--- src/rtl/vr16_pkg.sv ---
// Shared constants and types for the vr16 fetch front end.
// Holds bus widths, the opcode field position and the fetch FSM encoding.
package vr16_pkg;

    localparam int VR16_ADDR_W  = 16;
    localparam int VR16_INSTR_W = 16;
    localparam int OPCODE_MSB   = 15;
    localparam int OPCODE_LSB   = 12;

    localparam logic [3:0]             VR16_HALT_OPCODE = 4'hF;
    localparam logic [VR16_ADDR_W-1:0] VR16_RESET_PC    = 16'h0000;

    typedef enum logic [1:0] {
        RUN    = 2'd0,
        DRAIN  = 2'd1,
        HALTED = 2'd2
    } fetch_state_e;

    function automatic logic is_opcode(input logic [VR16_INSTR_W-1:0] word,
                                       input logic [3:0] opcode);
        return word[OPCODE_MSB:OPCODE_LSB] == opcode;
    endfunction

endpackage

--- src/rtl/fetch_queue.sv ---
// Two-entry FIFO of fetched {pc, instruction} pairs.
// Push and pop may coincide at any occupancy; flush empties it in one cycle.
module fetch_queue #(
    parameter int W = 32
) (
    input  logic         clk_i,
    input  logic         reset_i,
    input  logic         push_i,
    input  logic [W-1:0] data_i,
    input  logic         pop_i,
    input  logic         flush_i,
    output logic [W-1:0] data_o,
    output logic [1:0]   count_o,
    output logic         empty_o
);

    logic [1:0][W-1:0] mem_q, mem_d;
    logic              rd_ptr_q, rd_ptr_d;
    logic              wr_ptr_q, wr_ptr_d;
    logic [1:0]        count_q, count_d;
    logic              full;
    logic              do_push;
    logic              do_pop;

    assign full    = (count_q == 2'd2);
    assign empty_o = (count_q == 2'd0);
    assign count_o = count_q;
    assign data_o  = mem_q[rd_ptr_q];

    // A push into a full queue is only accepted when the head leaves this cycle.
    assign do_push = push_i & (~full | pop_i);
    assign do_pop  = pop_i & ~empty_o;

    always_comb begin
        mem_d    = mem_q;
        rd_ptr_d = rd_ptr_q;
        wr_ptr_d = wr_ptr_q;
        count_d  = count_q;
        if (flush_i) begin
            rd_ptr_d = 1'b0;
            wr_ptr_d = 1'b0;
            count_d  = 2'd0;
        end else begin
            if (do_push) begin
                mem_d[wr_ptr_q] = data_i;
                wr_ptr_d        = ~wr_ptr_q;
            end
            if (do_pop) begin
                rd_ptr_d = ~rd_ptr_q;
            end
            count_d = count_q + {1'b0, do_push} - {1'b0, do_pop};
        end
    end

    always_ff @(posedge clk_i) begin
        if (reset_i) begin
            mem_q    <= '0;
            rd_ptr_q <= 1'b0;
            wr_ptr_q <= 1'b0;
            count_q  <= 2'd0;
        end else begin
            mem_q    <= mem_d;
            rd_ptr_q <= rd_ptr_d;
            wr_ptr_q <= wr_ptr_d;
            count_q  <= count_d;
        end
    end

endmodule

--- src/rtl/instruction_fetch.sv ---
// Fetch stage: owns the PC, reads a 1-cycle registered instruction memory and
// hands {pc, instruction} to decode; handles branch redirects and HALT.
module instruction_fetch
    import vr16_pkg::*;
#(
    parameter int                ADDR_W      = VR16_ADDR_W,
    parameter int                INSTR_W     = VR16_INSTR_W,
    parameter logic [ADDR_W-1:0] RESET_PC    = VR16_RESET_PC,
    parameter logic [3:0]        HALT_OPCODE = VR16_HALT_OPCODE
) (
    input  logic               clk,
    input  logic               reset,
    output logic               imem_enable,
    output logic [ADDR_W-1:0]  imem_address,
    input  logic [INSTR_W-1:0] imem_instruction,
    output logic               fetch_valid,
    output logic [INSTR_W-1:0] fetch_instruction,
    output logic [ADDR_W-1:0]  fetch_pc,
    input  logic               fetch_ready,
    input  logic               redirect_valid,
    input  logic [ADDR_W-1:0]  redirect_pc,
    output logic               halted
);

    fetch_state_e      state_q, state_d;
    logic [ADDR_W-1:0] pc_q, pc_d;
    logic [ADDR_W-1:0] inflight_pc_q, inflight_pc_d;
    logic              inflight_q, inflight_d;

    logic [1:0]        q_count;
    logic              q_empty;
    logic [2:0]        occ_after_pop;
    logic              pop;
    logic              issue;
    logic              capture;

    fetch_queue #(
        .W(ADDR_W + INSTR_W)
    ) u_queue (
        .clk_i   (clk),
        .reset_i (reset),
        .push_i  (capture),
        .data_i  ({inflight_pc_q, imem_instruction}),
        .pop_i   (pop),
        .flush_i (redirect_valid),
        .data_o  ({fetch_pc, fetch_instruction}),
        .count_o (q_count),
        .empty_o (q_empty)
    );

    assign fetch_valid = ~q_empty;
    assign pop         = fetch_valid & fetch_ready;
    assign halted      = (state_q == HALTED);

    // Occupancy once this cycle's pop leaves; pop implies count >= 1, so no underflow.
    assign occ_after_pop = {1'b0, q_count} + {2'b0, inflight_q} - {2'b0, pop};

    assign issue = ~reset & (state_q == RUN) & ~redirect_valid & (occ_after_pop <= 3'd1);
    assign imem_enable  = issue;
    assign imem_address = pc_q;

    // Words returning behind a HALT or alongside a redirect are wrong-path.
    assign capture = inflight_q & ~redirect_valid & (state_q == RUN);

    always_comb begin
        state_d       = state_q;
        pc_d          = pc_q;
        inflight_d    = issue;
        inflight_pc_d = inflight_pc_q;

        if (issue) begin
            pc_d          = pc_q + 1'b1;
            inflight_pc_d = pc_q;
        end

        case (state_q)
            RUN: begin
                if (capture && is_opcode(imem_instruction, HALT_OPCODE)) begin
                    state_d = DRAIN;
                end
            end
            DRAIN: begin
                if (pop && is_opcode(fetch_instruction, HALT_OPCODE)) begin
                    state_d = HALTED;
                end
            end
            HALTED: state_d = HALTED;
            default: state_d = RUN;
        endcase

        if (redirect_valid) begin
            state_d    = RUN;
            pc_d       = redirect_pc;
            inflight_d = 1'b0;
        end
    end

    always_ff @(posedge clk) begin
        if (reset) begin
            state_q       <= RUN;
            pc_q          <= RESET_PC;
            inflight_q    <= 1'b0;
            inflight_pc_q <= '0;
        end else begin
            state_q       <= state_d;
            pc_q          <= pc_d;
            inflight_q    <= inflight_d;
            inflight_pc_q <= inflight_pc_d;
        end
    end

endmodule

--- config.mk ---
export PLATFORM = sky130hd
export DESIGN_NAME = instruction_fetch
export DESIGN_NICKNAME = d
export VERILOG_FILES = /design/src/rtl/vr16_pkg.sv /design/src/rtl/fetch_queue.sv /design/src/rtl/instruction_fetch.sv
export SDC_FILE = /design/constraint.sdc
export NUM_CORES = 1
export LEC_CHECK = 0
export BUFFER_PORTS_ARGS = -buffer_cell sky130_fd_sc_hd__buf_2
export CAP_MARGIN = 20
export CORE_AREA = 5 5 99 101
export CTS_BUF_LIST = sky130_fd_sc_hd__clkbuf_16
export DETAILED_ROUTE_END_ITERATION = 8
export DIE_AREA = 0 0 104 106
export GPL_ROUTABILITY_DRIVEN = 0
export GPL_TIMING_DRIVEN = 0
export MAX_ROUTING_LAYER = met4
export PLACE_DENSITY_LB_ADDON = 0.2
export SLEW_MARGIN = 20
export SYNTH_ARGS = -nofsm -noshare
export SYNTH_HDL_FRONTEND = slang
export SYNTH_SLANG_ARGS = --single-unit
export TNS_END_PERCENT = 10
--- constraint.sdc ---
create_clock -name clk -period 4.3 [get_ports clk]
set_input_delay 0.215 -clock clk [delete_from_list [all_inputs] [get_ports clk]]
set_output_delay 0.215 -clock clk [all_outputs]
set_load 0.02 [all_outputs]
==> metrics.md, run 1 <==
| Metric | Value |
|---|---|
| Reg2reg path depth | 14 |
| TritonCTS clock tree | done |
| Outcome | finished, final reports clean |
| Area growth syn-to-layout | 18.8% |
| Die X | 104 um |
| Postcts setup bufs | 0 |
| Placed cells | 759 |
| Number of max-cap violations | 0 |
| CP max stage cell | fa_1 |
| Final setup viols | 0 |
| Post-synthesis xor/xnor area fraction | 0.00737 |
| First-pass GRT wire length | 19100 um |
| Post-Syn Area | 4580 sq um |
| Fin crit share | 0.835 |
| Final WS setup | 0.710 ns |
| Sequential cell area fraction in the yosys report | 0.450 |
| Initial antenna violation count | 0 |
| F_max | 279 MHz |
| Largest net degree at the start of global routing | 18 |
| CP Max Fanout | 10 |
| Post-DP HPWL | 8310 um |
| Reg clk slew, reported paths | 0.07 ns |
| Asr flop ratio synth | 0 |
| Simple-gate area share of the yosys netlist | 0.223 |
| Ant diodes | 0 |
| Port Buffer Count | 85 |
| Hold WC Path Type | in -> reg |
| Routed wire length | 11600 um |
| Layout Skew | 0.00931 ns |
| Gr usage total | 0.216 |
| Worst r2r src | u_queue.count_o[1]$_SDFF_PP0_ |
| Post-cts resize count | 0 |
| CTS Hold Bufs | 0 |
| Avg Cell Area, Syn | 8.14 sq um |
| Post-synthesis mux area share | 0.0841 |
| CP Depth | 13 |
| H-tree depth | 3 |
| Final Hold Fails | 0 |
| Crit Path Category | reg -> out |
| Gr ovfl total | 0 |
| Nets | 704 |
| Share of layout cells above drive strength 1 | 0.252 |
| CP top delay family | adder cells |
| RSZ-0062 raised after global routing | no |
| Die area | 11000 sq um |
| Post-Syn Nets | 608 |
| Slew margin rel. | 0.539 |
| Critical Path Source | u_queue.count_o[1]$_SDFF_PP0_ |
| Number of synthesized flops with an enable pin | 0 |
| CTS Root Cell | clkbuf_16 |
| Vias in the first global route | 4028 |
| LEAKAGE | 2.17 nW |
| Hold Crit Start | imem_instruction[11] |
| Adder-Cell Fraction of Synth Area | 0.0262 |
| Starting density of the core | 0.513 |
| Delay of the slowest critical-path stage | 0.43 ns |
| Synthesized flop and latch total | 103 |
| Fin cells | 775 |
| Post-synthesis cell count | 563 |
| Antenna Nets Post-Route | 0 |
| Max Slew Vio Count | 0 |
| WP data arrival | 3.37 ns |
| Clk buf depth | 2 |
| Routed wire per std cell | 15.0 um |
| Die Y-Extent | 106 um |
| Worst hold slack | 0.113 ns |
| Pre-CTS setup slack | 1.11 ns |
| Worst-Skew Late Latency | 0.34 ns |
| Buf/Inv on CP | 6 |
| Peak supply drop | 0.000192 V |
| CP cell instances | or2_2 > and2_1 > ha_1 > inv_1 > ha_1 > inv_1 > fa_1 > xnor2_2 > nand4_2 > inv_2 > buf_6 > buf_2 > buf_2 |
| Avg Vias per Cell | 5.33 |
| Critical Path RT | 4.09 ns |
| Vias | 4133 |
| Largest family of logic cells by synthesized area | simple AND/OR/NAND/NOR gates |
| Drt drc | 0 |
| FP Rows | 35 |
| Critical Path End Type | output port |
| Final TNS setup | 0 ns |
| Tightest Pin Transition | 0.691 ns |
| Cts bufs inserted | 9 |
| Core ar. | 8930 sq um |
| Synth cell types | 46 |
| CTS sink cnt | 103 |
| I/O Pins | 87 |
| Drt pass-1 iters | 4 |
| Fin crit period | 3.59 ns |
| Main flop type after synthesis | dfxtp_1 |
| Compound-Gate Fraction of Synth Area | 0.152 |
| Detailed Route Iter0 Violations | 212 |
| Hold Crit Depth | 3 |
| YS warnings | 0 |
| Startpoint types | register |
| Pwr Density | 368 nW/um^2 |
| Total Power | 2.00 mW |
==> cells by family (layout without fill, tap and decap cells) <==
group / after synthesis / in the layout
multiplexers: 34 / 34
buffers and inverters: 51 / 152
flip-flops: 103 / 103
XOR/XNOR: 3 / 3
adder cells (fa/ha/maj): 9 / 9
AO/OA/AOI/OAI: 124 / 124
AND/OR/NAND/NOR: 239 / 239
==> synth_stat cells (2+ instances only) <==
library cell	n	area [sq um]
or3_1	4	25.0
nand2_1	181	679
a21oi_1	90	450
nor2b_1	2	12.5
a41oi_1	2	17.5
mux2_2	32	360
xnor2_1	2	17.5
nand4_1	3	18.8
inv_2	3	11.3
nand2b_1	4	25.0
buf_2	12	60.1
o21ai_0	10	50.1
nor2_1	13	48.8
a32oi_1	2	17.5
nand3_1	10	50.1
ha_1	8	100
inv_1	9	33.8
and2_1	4	25.0
a22oi_1	3	22.5
nor3_1	2	10.0
or2_2	3	18.8
a21o_1	3	22.5
dfxtp_1	103	2060
clkbuf_1	19	71.3
buf_6	7	78.8
and3_1	2	12.5
a31oi_1	9	56.3
and4_1	3	26.3
==> cell type report <==
type                       instances  area (sq um)
multi-input combinational        409          2260
clock inverter                     7          71.3
inverter                          12          45.0
timing repair buffer              85           425
fill                             853          3490
buffer                            39           218
sequential                       103          2060
tap                              111           139
clock buffer                       9           225
==> final timing paths <==
path,slack (ns),end
min,0.11,u_queue.mem_q[43]$_SDFFE_PP0P_
max reg2reg,1.10,imem_address[13]$_SDFFE_PP0P_
max,0.71,imem_enable
min reg2reg,0.45,u_queue.mem_q[53]$_SDFFE_PP0P_
==> metrics by stage <==
stage                     cell area [sq um]   util
after CTS                              5450  0.610
after floorplan                        4580      -
final                                  5450  0.610
after detailed placement               5150  0.576
after global placement                 5150  0.576
after global routing                   5450  0.610
==> worst reg2reg max path, stage by stage (launching register included) <==
cell and delay [ns]:
dfxtp_1 0.38, or2_2 0.33, and2_1 0.23, ha_1 0.29, inv_1 0.08, ha_1 0.14, inv_1 0.05, fa_1 0.43
xnor2_2 0.18, nand4_2 0.22, inv_2 0.13, buf_6 0.15, nand3_2 0.08, mux2_4 0.31, a21oi_2 0.13
==> layout by cell type (no fill, tap or decap), drive strengths merged <==
| cell | n |
|---|---|
| a2111oi | 1 |
| a211oi | 1 |
| a21o | 3 |
| a21oi | 91 |
| a22oi | 3 |
| a31oi | 9 |
| a32oi | 2 |
| a41oi | 2 |
| and2 | 4 |
| and2b | 1 |
| and3 | 2 |
| and4 | 3 |
| buf | 105 |
| bufinv | 1 |
| clkbuf | 28 |
| clkinv | 2 |
| clkinvlp | 1 |
| dfxtp | 103 |
| fa | 1 |
| ha | 8 |
| inv | 15 |
| mux2 | 33 |
| mux2i | 1 |
| nand2 | 182 |
| nand2b | 4 |
| nand3 | 11 |
| nand4 | 4 |
| nor2 | 15 |
| nor2b | 3 |
| nor3 | 2 |
| o21ai | 10 |
| o311ai | 2 |
| or2 | 3 |
| or3 | 4 |
| or4 | 1 |
| xnor2 | 3 |
==> sequential cells by signal (all words and copies together), names as in the netlist <==
signal	cells
inflight_q	1
imem_address	16
state_q	2
u_queue.wr_ptr_q	1
u_queue.mem_q	64
u_queue.rd_ptr_q	1
inflight_pc_q	16
u_queue.count_o	2
==> power breakdown <==
group	total [mW]	internal, mW	switching [mW]	leakage (nW)
Clock	0.815	0.453	0.362	0.145
Combinational	0.187	0.0683	0.118	1.19
Sequential	1.00	0.977	0.0244	0.835
Total	2.00	1.50	0.505	2.17
==> layer usage <==
layer | wire, um | vias up | track usage
li1 | - | 2082 | -
met2 | 5560 | 115 | 0.355
met3 | 606 | 13 | 0.0401
met1 | 5270 | 1923 | 0.272
met4 | 171 | 0 | 0.0648
met5 | 0 | - | -
Note: power is estimated with default switching activity, not from simulation.
==> inputs of run 2 (changes only) <==
==> constraint.sdc (replaced) <==
create_clock -name clk -period 3.38 [get_ports clk]
set_input_delay 0.169 -clock clk [delete_from_list [all_inputs] [get_ports clk]]
set_output_delay 0.169 -clock clk [all_outputs]
set_load 0.02 [all_outputs]
==> run 2 against run 1 <==
  * Non-clock buffer count is 1 lower
  * Clock power grew 28%
  * Sequential power rose by 27%
  * Critical path depth shrank 1
  * Register-to-register slack got worse by 0.83 ns
  * Global-route usage about the same
  * Final area is 0.37% higher
  * Critical path type unchanged
  * Largest cell class unchanged
==> metrics.md, run 2 (same netlist as run 1, synthesis figures left out) <==
| Metric | Value |
|---|---|
| Outcome | finished, final reports clean |
| Gr ovfl total | 0 |
| Vias in the first global route | 4027 |
| Drt pass-1 iters | 5 |
| Crit Path Category | reg -> out |
| Critical Path End Type | output port |
| Area taken by flip-flops and latches | 2060 sq um |
| Fin cells | 774 |
| Final TNS setup | 0 ns |
| Tightest Pin Transition | 0.695 ns |
| Clk buf depth | 2 |
| Final Hold Fails | 0 |
| H-tree depth | 3 |
| Critical Path RT | 3.21 ns |
| Max Slew Vio Count | 0 |
| WP data arrival | 3.05 ns |
| Cts bufs inserted | 9 |
| Number of fill cells | 848 |
| Peak supply drop | 0.000244 V |
| Gr usage total | 0.216 |
| Vias | 4107 |
| Core ar. | 8930 sq um |
| Pwr Density | 467 nW/um^2 |
| Hold WC Path Type | in -> reg |
| RSZ-0062 raised after global routing | no |
| Ant diodes | 0 |
| Nets | 703 |
| Layout Skew | 0.0115 ns |
| Final setup viols | 0 |
| Die area | 11000 sq um |
| CTS Root Cell | clkbuf_16 |
| Fin crit period | 3.22 ns |
| Critical Path Source | u_queue.count_o[1]$_SDFF_PP0_ |
| Starting density of the core | 0.513 |
| Commonest non-fill, non-tap cell in the layout | nand2_1 |
| I/O Pins | 87 |
| Routed wire per std cell | 14.9 um |
| Routed wire length | 11600 um |
| Worst hold slack | 0.0663 ns |
| Avg Vias per Cell | 5.31 |
| Reg clk slew, reported paths | 0.07 ns |
| Final core utilization | 0.612 |
| Area growth syn-to-layout | 19.2% |
| Initial antenna violation count | 0 |
| Slew margin rel. | 0.536 |
| Port Buffer Count | 85 |
| Fin area | 5470 sq um |
| Die X | 104 um |
| Largest net degree at the start of global routing | 20 |
| F_max | 311 MHz |
| Pre-CTS setup slack | 0.228 ns |
| Startpoint types | register |
| First-pass GRT wire length | 19100 um |
| Final WS setup | 0.164 ns |
| Total Power | 2.55 mW |
| FP Rows | 35 |
| CP Max Fanout | 19 |
| Hold Crit Start | imem_instruction[11] |
| Fin crit share | 0.951 |
| Post-DP HPWL | 8310 um |
| Die Y-Extent | 106 um |
| CTS sink cnt | 103 |
| Largest register FFs | 64 |
| Commonest non-fill, non-tap cells in the layout | nand2_1 (181), dfxtp_1 (102), buf_2 (95) |
| Antenna Nets Post-Route | 0 |
| Biggest register | u_queue.mem_q |
| Multi-input logic area | 2270 sq um |
| LEAKAGE | 2.17 nW |
| Placed cells | 759 |
| Placed Area | 5150 sq um |
| Worst r2r src | u_queue.count_o[1]$_SDFF_PP0_ |
| Drt drc | 0 |
| TritonCTS clock tree | done |
| Worst-Skew Late Latency | 0.34 ns |
| Detailed Route Iter0 Violations | 221 |
| Number of max-cap violations | 0 |
| Share of layout cells above drive strength 1 | 0.255 |
==> run 2: final cells by class <==
cell class / instances / area share
buffer: 38 / 0.0405
clock buffer: 9 / 0.0412
clock inverter: 7 / 0.0130
inverter: 12 / 0.00824
multi-input combinational: 409 / 0.416
sequential: 103 / 0.378
tap: 111 / 0.0254
timing repair buffer: 85 / 0.0783
==> run 2: final timing paths <==
path | endpoint | slack, ns | cells past startpoint
min | u_queue.mem_q[43]$_SDFFE_PP0P_ | 0.07 | 3
max | imem_enable | 0.16 | 12
min reg2reg | u_queue.mem_q[38]$_SDFFE_PP0P_ | 0.45 | 2
max reg2reg | imem_address[13]$_SDFFE_PP0P_ | 0.27 | 14
==> run 2: critical path: stages, from the launching register on <==
cell and delay [ns]:
dfxtp_2 0.36, or2_2 0.31, and2_2 0.24, ha_1 0.27
inv_1 0.08, ha_1 0.14, inv_1 0.05, fa_2 0.38
xnor2_2 0.24, nand4_4 0.17, inv_2 0.13, buf_12 0.15
clkbuf_4 0.18
==> run 2: report_power, final <==
part	switching, mW	leakage, nW	total (mW)	internal [mW]
clock	0.464	0.145	1.04	0.576
combinational	0.151	1.19	0.241	0.0898
sequential	0.0309	0.835	1.27	1.24
total	0.646	2.17	2.55	1.91
==> run 2: what timing repair did <==
action,CTS,global route
setup buffers,0,0
endpoints found under the hold margin,0,0
gates resized for setup,1,6
endpoints found under the setup margin,1,4
hold buffers,0,0
pin swaps,1,2
==> run 2: metal layers <==
layer / track usage / share of wire / vias to the layer above / wire (um)
met4: 0.0648 / 0.013 / 0 / 155
met3: 0.0401 / 0.047 / 12 / 547
met5: - / 0 / - / 0
li1: - / - / 2078 / -
met1: 0.271 / 0.46 / 1903 / 5340
met2: 0.355 / 0.48 / 114 / 5520
